File: src/rtl/cnn_pkg.sv
// Shared constants and sequencer state encoding for the CNN layer sequencer.
package cnn_pkg;

    localparam int unsigned CNN_DW          = 8;
    localparam int unsigned CNN_NUM_CLASSES = 10;

    typedef enum logic [2:0] {
        ST_IDLE   = 3'd0,
        ST_LAUNCH = 3'd1,
        ST_WAIT   = 3'd2,
        ST_ARGMAX = 3'd3,
        ST_DONE   = 3'd4
    } seq_state_e;

endpackage

File: src/rtl/cnn_argmax.sv
// Streaming signed argmax over NUM_CLASSES score beats; ties keep the lowest index.
module cnn_argmax
    import cnn_pkg::*;
#(
    parameter int unsigned NUM_CLASSES = CNN_NUM_CLASSES,
    parameter int unsigned DW          = CNN_DW,
    parameter int unsigned IW          = $clog2(NUM_CLASSES)
) (
    input  logic                 clk,
    input  logic                 rst,
    input  logic                 clear,
    input  logic                 valid,
    input  logic signed [DW-1:0] data,
    output logic        [IW-1:0] best_idx_c,
    output logic signed [DW-1:0] best_val_c,
    output logic                 last_c
);

    logic        [IW-1:0] cnt_q;
    logic        [IW-1:0] idx_q;
    logic signed [DW-1:0] max_q;
    logic                 take_c;

    // First beat always seeds the maximum; later beats must be strictly greater.
    assign take_c     = (cnt_q == '0) || (data > max_q);
    assign best_val_c = take_c ? data  : max_q;
    assign best_idx_c = take_c ? cnt_q : idx_q;
    assign last_c     = valid && (cnt_q == IW'(NUM_CLASSES - 1));

    always_ff @(posedge clk or negedge rst) begin
        if (!rst) begin
            cnt_q <= '0;
            idx_q <= '0;
            max_q <= '0;
        end else if (clear) begin
            cnt_q <= '0;
        end else if (valid) begin
            cnt_q <= last_c ? '0 : cnt_q + IW'(1);
            idx_q <= best_idx_c;
            max_q <= best_val_c;
        end
    end

endmodule

File: src/rtl/cnn_layer_sequencer.sv
// Launches conv/pool layers in order, ping-pongs the feature-map bank, then argmaxes the scores.
// Optional per-layer watchdog enabled by defining CNN_SEQ_WDOG_EN.
module cnn_layer_sequencer
    import cnn_pkg::*;
#(
    parameter int unsigned NUM_LAYERS  = 2,
    parameter int unsigned NUM_CLASSES = CNN_NUM_CLASSES,
    parameter int unsigned DW          = CNN_DW,
    parameter int unsigned WDOG_CYCLES = 65535
) (
    input  logic                                 clk,
    input  logic                                 rst,
    input  logic                                 start,
    output logic        [NUM_LAYERS-1:0]         layer_start,
    input  logic        [NUM_LAYERS-1:0]         layer_done,
    output logic                                 bank_sel,
    input  logic                                 score_valid,
    input  logic signed [DW-1:0]                 score_data,
    output logic                                 busy,
    output logic                                 class_valid,
    output logic        [$clog2(NUM_CLASSES)-1:0] class_idx,
    output logic signed [DW-1:0]                 class_score,
    output logic                                 err
);

    localparam int unsigned IW  = $clog2(NUM_CLASSES);
    localparam int unsigned LIW = (NUM_LAYERS > 1) ? $clog2(NUM_LAYERS) : 1;

    seq_state_e           state_q, state_d;
    logic       [LIW-1:0] li_q, li_d;
    logic [NUM_LAYERS-1:0] layer_start_d;
    logic                 bank_d, busy_d, class_valid_d;
    logic        [IW-1:0] class_idx_d;
    logic signed [DW-1:0] class_score_d;

    logic                 accept_c;
    logic                 beat_c;
    logic                 wdog_hit_c;
    logic        [IW-1:0] best_idx_c;
    logic signed [DW-1:0] best_val_c;
    logic                 last_c;

    assign accept_c = (state_q == ST_IDLE) && start;
    assign beat_c   = (state_q == ST_ARGMAX) && score_valid;

    cnn_argmax #(
        .NUM_CLASSES (NUM_CLASSES),
        .DW          (DW),
        .IW          (IW)
    ) u_argmax (
        .clk        (clk),
        .rst        (rst),
        .clear      (accept_c),
        .valid      (beat_c),
        .data       (score_data),
        .best_idx_c (best_idx_c),
        .best_val_c (best_val_c),
        .last_c     (last_c)
    );

    always_ff @(posedge clk or negedge rst) begin
        if (!rst) begin
            state_q     <= ST_IDLE;
            li_q        <= '0;
            bank_sel    <= 1'b0;
            layer_start <= '0;
            busy        <= 1'b0;
            class_valid <= 1'b0;
            class_idx   <= '0;
            class_score <= '0;
        end else begin
            state_q     <= state_d;
            li_q        <= li_d;
            bank_sel    <= bank_d;
            layer_start <= layer_start_d;
            busy        <= busy_d;
            class_valid <= class_valid_d;
            class_idx   <= class_idx_d;
            class_score <= class_score_d;
        end
    end

    // Next state plus next values of every registered output.
    always_comb begin
        state_d       = state_q;
        li_d          = li_q;
        bank_d        = bank_sel;
        layer_start_d = '0;
        busy_d        = busy;
        class_valid_d = 1'b0;
        class_idx_d   = class_idx;
        class_score_d = class_score;

        unique case (state_q)
            ST_IDLE: begin
                if (start) begin
                    state_d       = ST_LAUNCH;
                    li_d          = '0;
                    bank_d        = 1'b0;
                    layer_start_d = NUM_LAYERS'(1);
                    busy_d        = 1'b1;
                end
            end
            ST_LAUNCH: state_d = ST_WAIT;
            ST_WAIT: begin
                if (layer_done[li_q]) begin
                    bank_d = ~bank_sel;
                    if (li_q == LIW'(NUM_LAYERS - 1)) begin
                        state_d = ST_ARGMAX;
                    end else begin
                        li_d          = li_q + LIW'(1);
                        layer_start_d = NUM_LAYERS'(1) << (li_q + LIW'(1));
                        state_d       = ST_LAUNCH;
                    end
                end else if (wdog_hit_c) begin
                    state_d = ST_IDLE;
                    busy_d  = 1'b0;
                end
            end
            ST_ARGMAX: begin
                if (last_c) begin
                    state_d       = ST_DONE;
                    class_valid_d = 1'b1;
                    class_idx_d   = best_idx_c;
                    class_score_d = best_val_c;
                end
            end
            ST_DONE: begin
                state_d = ST_IDLE;
                busy_d  = 1'b0;
            end
            default: begin
                state_d = ST_IDLE;
                busy_d  = 1'b0;
            end
        endcase
    end

`ifdef CNN_SEQ_WDOG_EN
    localparam int unsigned WCW = $clog2(WDOG_CYCLES + 1);

    logic [WCW-1:0] wdog_q;

    assign wdog_hit_c = (wdog_q == WCW'(WDOG_CYCLES - 1));

    // Counts consecutive cycles spent waiting on the current layer.
    always_ff @(posedge clk or negedge rst) begin
        if (!rst) begin
            wdog_q <= '0;
            err    <= 1'b0;
        end else begin
            if ((state_q == ST_WAIT) && (state_d == ST_WAIT)) begin
                wdog_q <= wdog_q + WCW'(1);
            end else begin
                wdog_q <= '0;
            end
            if (accept_c) begin
                err <= 1'b0;
            end else if ((state_q == ST_WAIT) && (state_d == ST_IDLE)) begin
                err <= 1'b1;
            end
        end
    end
`else
    logic [31:0] unused_wdog;

    assign unused_wdog = 32'(WDOG_CYCLES);
    assign wdog_hit_c  = 1'b0;
    assign err         = 1'b0;
`endif

endmodule

File: config.mk
export PLATFORM = sky130hd
export DESIGN_NAME = cnn_layer_sequencer
export DESIGN_NICKNAME = d
export VERILOG_FILES = /design/src/rtl/cnn_pkg.sv /design/src/rtl/cnn_argmax.sv /design/src/rtl/cnn_layer_sequencer.sv
export SDC_FILE = /design/constraint.sdc
export NUM_CORES = 1
export LEC_CHECK = 0
export ABC_CLOCK_PERIOD_IN_PS = 2500
export CAP_MARGIN = 10
export CORE_ASPECT_RATIO = 1.75
export CORE_MARGIN = 8
export CORE_UTILIZATION = 50
export CTS_BUF_LIST = sky130_fd_sc_hd__clkbuf_4 sky130_fd_sc_hd__clkbuf_8
export DETAILED_ROUTE_END_ITERATION = 7
export DONT_BUFFER_PORTS = 1
export GPL_ROUTABILITY_DRIVEN = 0
export PLACE_DENSITY = 0.7
export SLEW_MARGIN = 20
export SYNTH_ARGS = -nofsm -noshare
export SYNTH_HDL_FRONTEND = slang
export SYNTH_SLANG_ARGS = --single-unit
export TNS_END_PERCENT = 1
File: constraint.sdc
create_clock -name clk -period 2.5 [get_ports clk]
set_clock_uncertainty 0.15 [all_clocks]
set_input_delay 0.375 -clock clk [delete_from_list [all_inputs] [get_ports clk]]
set_output_delay 0.375 -clock clk [all_outputs]
set_load 0.01 [all_outputs]
==> key figures <==
Setup path
  – Worst r2r path cells: 6
  – Crit path cell chain: inv_1, ha_1, nand4_2, a211o_1, a31o_4, mux2_4
  – CP arrival: 2300 ps
  – CP bufs+invs: 1
  – Slowest cell on crit path: a211o_1
  – Critical Path RT: 2530 ps
  – Slowest cell delay on critical path: 380 ps
  – RR Startpoint: u_argmax.max_q[7]
  – Reg-to-reg endpoint: u_argmax.max_q[0]
  – Worst Path Max Fanout: 12
  – Crit Path Category: flip-flop to flip-flop
  – Top delay family on crit path: compound AO/OA/AOI/OAI gates
  – R2R Setup Slk: 230 ps
  – Crit. End Element: flip-flop
  – Crit path from: u_argmax.max_q[7]
  – Startpoint Class: flip-flop

Final layout
  – Layout area overhead: 11.3%
  – Antenna fix cells: 0
  – Fraction of layout cells with a size suffix above 1: 15.8%
  – Net count, final: 207

STA
  – Hold_ws: 71.0 ps
  – Period minus WS final: 2270 ps
  – Worst-margin pin slew: 498 ps
  – Crit share post-route: 90.9%
  – Slew Limit Headroom: 66.6%
  – Setup TNS: 0 ps
  – Pins over their slew limit: 0
  – RSZ-0062 raised after global routing: false
  – Final count of negative-setup-slack endpoints: 0
  – Final hold violation count: 0
  – Fmax: 440 MHz

Yosys
  – Synthesis Warnings: 0
  – Post-synthesis cell count: 176
  – Dominant synthesized flop cell: dfrtp_1
  – Yosys reg bits: 37
  – Syn_nets: 201
  – EDFF count, synth: 0
  – FFs w/ async S/R, synth: 100%
  – Post-synthesis sequential area ratio: 48.7%
  – Post-synth cell types: 38
  – Area leader, netlist: dfrtp_1
  – Synth Cell Area: 1900 sq um
  – Largest cells by area after synthesis: dfrtp_1, ha_1, mux2_4
  – Top-area cell type share of the netlist area: 48.7%
  – Avg Inst Size Synth: 10.8 sq um

CTS
  – Reg clk slew, reported paths: 80 ps
  – Max clock buf depth: 2
  – Number of clock sinks: 37
  – Num CTS Buffers: 5
  – Root Driver: clkbuf_8
  – H-tree Lvls: 2
  – Clock insertion delay at the later pin of the skew report: 300 ps
  – Post-CTS Setup Bufs: 0
  – TritonCTS clock tree: done

GRT
  – First-pass GRT wire length: 7.56 mm
  – GRT met2 Usage: 28.7%
  – Top Usage Layer GRT: met2
  – Vias in the first global route: 1570
  – GR Util met1: 14.0%
  – Total track usage: 15.4%
  – Met3 GRT Util: 4.62%
  – Gr ovfl total: 0
  – Antenna violations before repair: 0
  – Largest net degree at the start of global routing: 38

Floorplan
  – Core Box Area: 3630 sq um
  – I/O pin cnt: 32
  – Initial Utilization: 52.3%
  – Die Area: 6100 sq um
  – DIE HEIGHT: 97.5 um
  – Die span in x: 62.6 um
  – Row cnt: 29

Power and ir drop
  – Switching pwr: 0.833 mW
  – PD cells: 1120 nW/um^2
  – Static Leak: 0.981 nW
  – Switching share of power: 35.3%
  – Comb pwr share: 35.3%
  – Clock power frac: 26.5%
  – Internal power: 1.53 mW
  – Sequential Power Share: 38.2%
  – VDD IR max: 0.650 mV

Routing
  – DRT Pass-1 Iters: 4
  – WL/cell: 19.4 um
  – Via Count: 1398
  – DR vias/cell: 6.10
  – Post-route ant nets: 0
  – Post-route DRC: 0
  – Initial DRC Count: 87
  – WL final: 4.44 mm

Hold path
  – Hold Crit Class: input pin to flip-flop
  – Worst hold start: score_data[4]
  – Hold-critical path endpoint: u_argmax.max_q[4]
  – Worst Hold Depth: 1

Place
  – PortBufs: 0
  – DP Wirelength: 3.31 mm

Run
  – Max cap viols: 0

Run status
  – Status: completed
power groups by stage:
stage                     clock [mW]  sequential [mW]  combinational, mW
after floorplan                    0            0.869              0.650
after global placement             0            0.903              0.765
after detailed placement           0            0.911              0.801
after CTS                      0.634            0.901              0.826
after global routing           0.655            0.926              0.933
final                          0.625            0.903              0.833
sequential cells by signal, summed over array words and instances, names as in the netlist, 2 cells and up:
name and flops:
layer_start 2, class_idx 4, u_argmax.idx_q 4, state_q 3, u_argmax.cnt_q 4, class_score 8, u_argmax.max_q 8
Yosys cell counts, types with 3 or more instances:
cell	instances
a21oi_1	4
dfrtp_1	37
ha_1	11
inv_1	14
mux2_2	3
mux2_4	8
nand2_1	24
nand2b_1	3
nand3_1	3
nand4_1	4
nor2_1	15
o211ai_1	11
o21ai_0	4
o311ai_0	7
kinds of logic (layout without fill, tap and decap cells):
kind of cell	after synthesis	count (layout)	synth area share, %
AO/OA/AOI/OAI	40	40	16.9
adder cells (fa/ha/maj)	11	11	7.25
multiplexers	12	12	8.63
buffers and inverters	20	27	4.61
flip-flops	37	37	48.7
AND/OR/NAND/NOR	55	55	13.7
other	1	1	0.197
metrics by stage:
step           total power, mW  setup slack [ps]  util [%]  cells  instance area (sq um)
4_1_cts                   2.36               132      58.1    229                   2110
2_1_floorplan             1.52               342         -    176                   1900
6_report                  2.36               228      58.3    229                   2110
5_1_grt                   2.51              21.0      58.3    229                   2110
3_3_place_gp              1.67               234      53.5    219                   1940
3_5_place_dp              1.71               160      53.5    219                   1940
worst max-delay path by stage:
stage	endpoint	slack, ps	depth (start not counted)
global placement	class_score[6]	230	5
global route	class_score[5]	20	6
detailed placement	class_score[6]	160	6
floorplan	u_argmax.idx_q[1]	340	6
finish	u_argmax.max_q[0]	230	6
CTS	class_score[6]	130	6
layer usage:
layer  vias to the layer above  wire [um]
li1                        643          -
met1                       701       1540
met4                         0        114
met5                         -          0
met2                        42       2530
met3                        12        265
timing repair:
item | in CTS | in global routing
setup endpoints to repair | 0 | 9
endpoints found under the hold margin | 37 | 0
hold buffers | 2 | 0
gates resized for setup | 0 | 1
cells in the final DEF (no fill, tap or decap), types with 2 or more instances in the layout:
| cell type | count |
|---|---|
| inv_1 | 14 |
| buf_4 | 2 |
| a21oi_1 | 4 |
| o311ai_0 | 7 |
| dfrtp_1 | 37 |
| ha_1 | 11 |
| bufinv_16 | 2 |
| o211ai_1 | 11 |
| nand4_1 | 4 |
| o21ai_0 | 4 |
| a32o_1 | 2 |
| nand2_1 | 24 |
| a31oi_1 | 2 |
| mux2_2 | 3 |
| mux2_4 | 8 |
| nand3_1 | 3 |
| clkbuf_8 | 5 |
| a22o_1 | 2 |
| nand2b_1 | 3 |
| nor2_1 | 15 |
final cells by class:
type | instances | area (sq um)
repair buffers | 4 | 45.0
well taps | 46 | 57.6
flip-flops and latches | 37 | 926
inverters | 15 | 56.3
clock inverters | 3 | 68.8
clock buffers | 5 | 68.8
multi-input cells | 119 | 892
fillers | 294 | 1510
No activity file was read; power rests on OpenSTA's default activity.
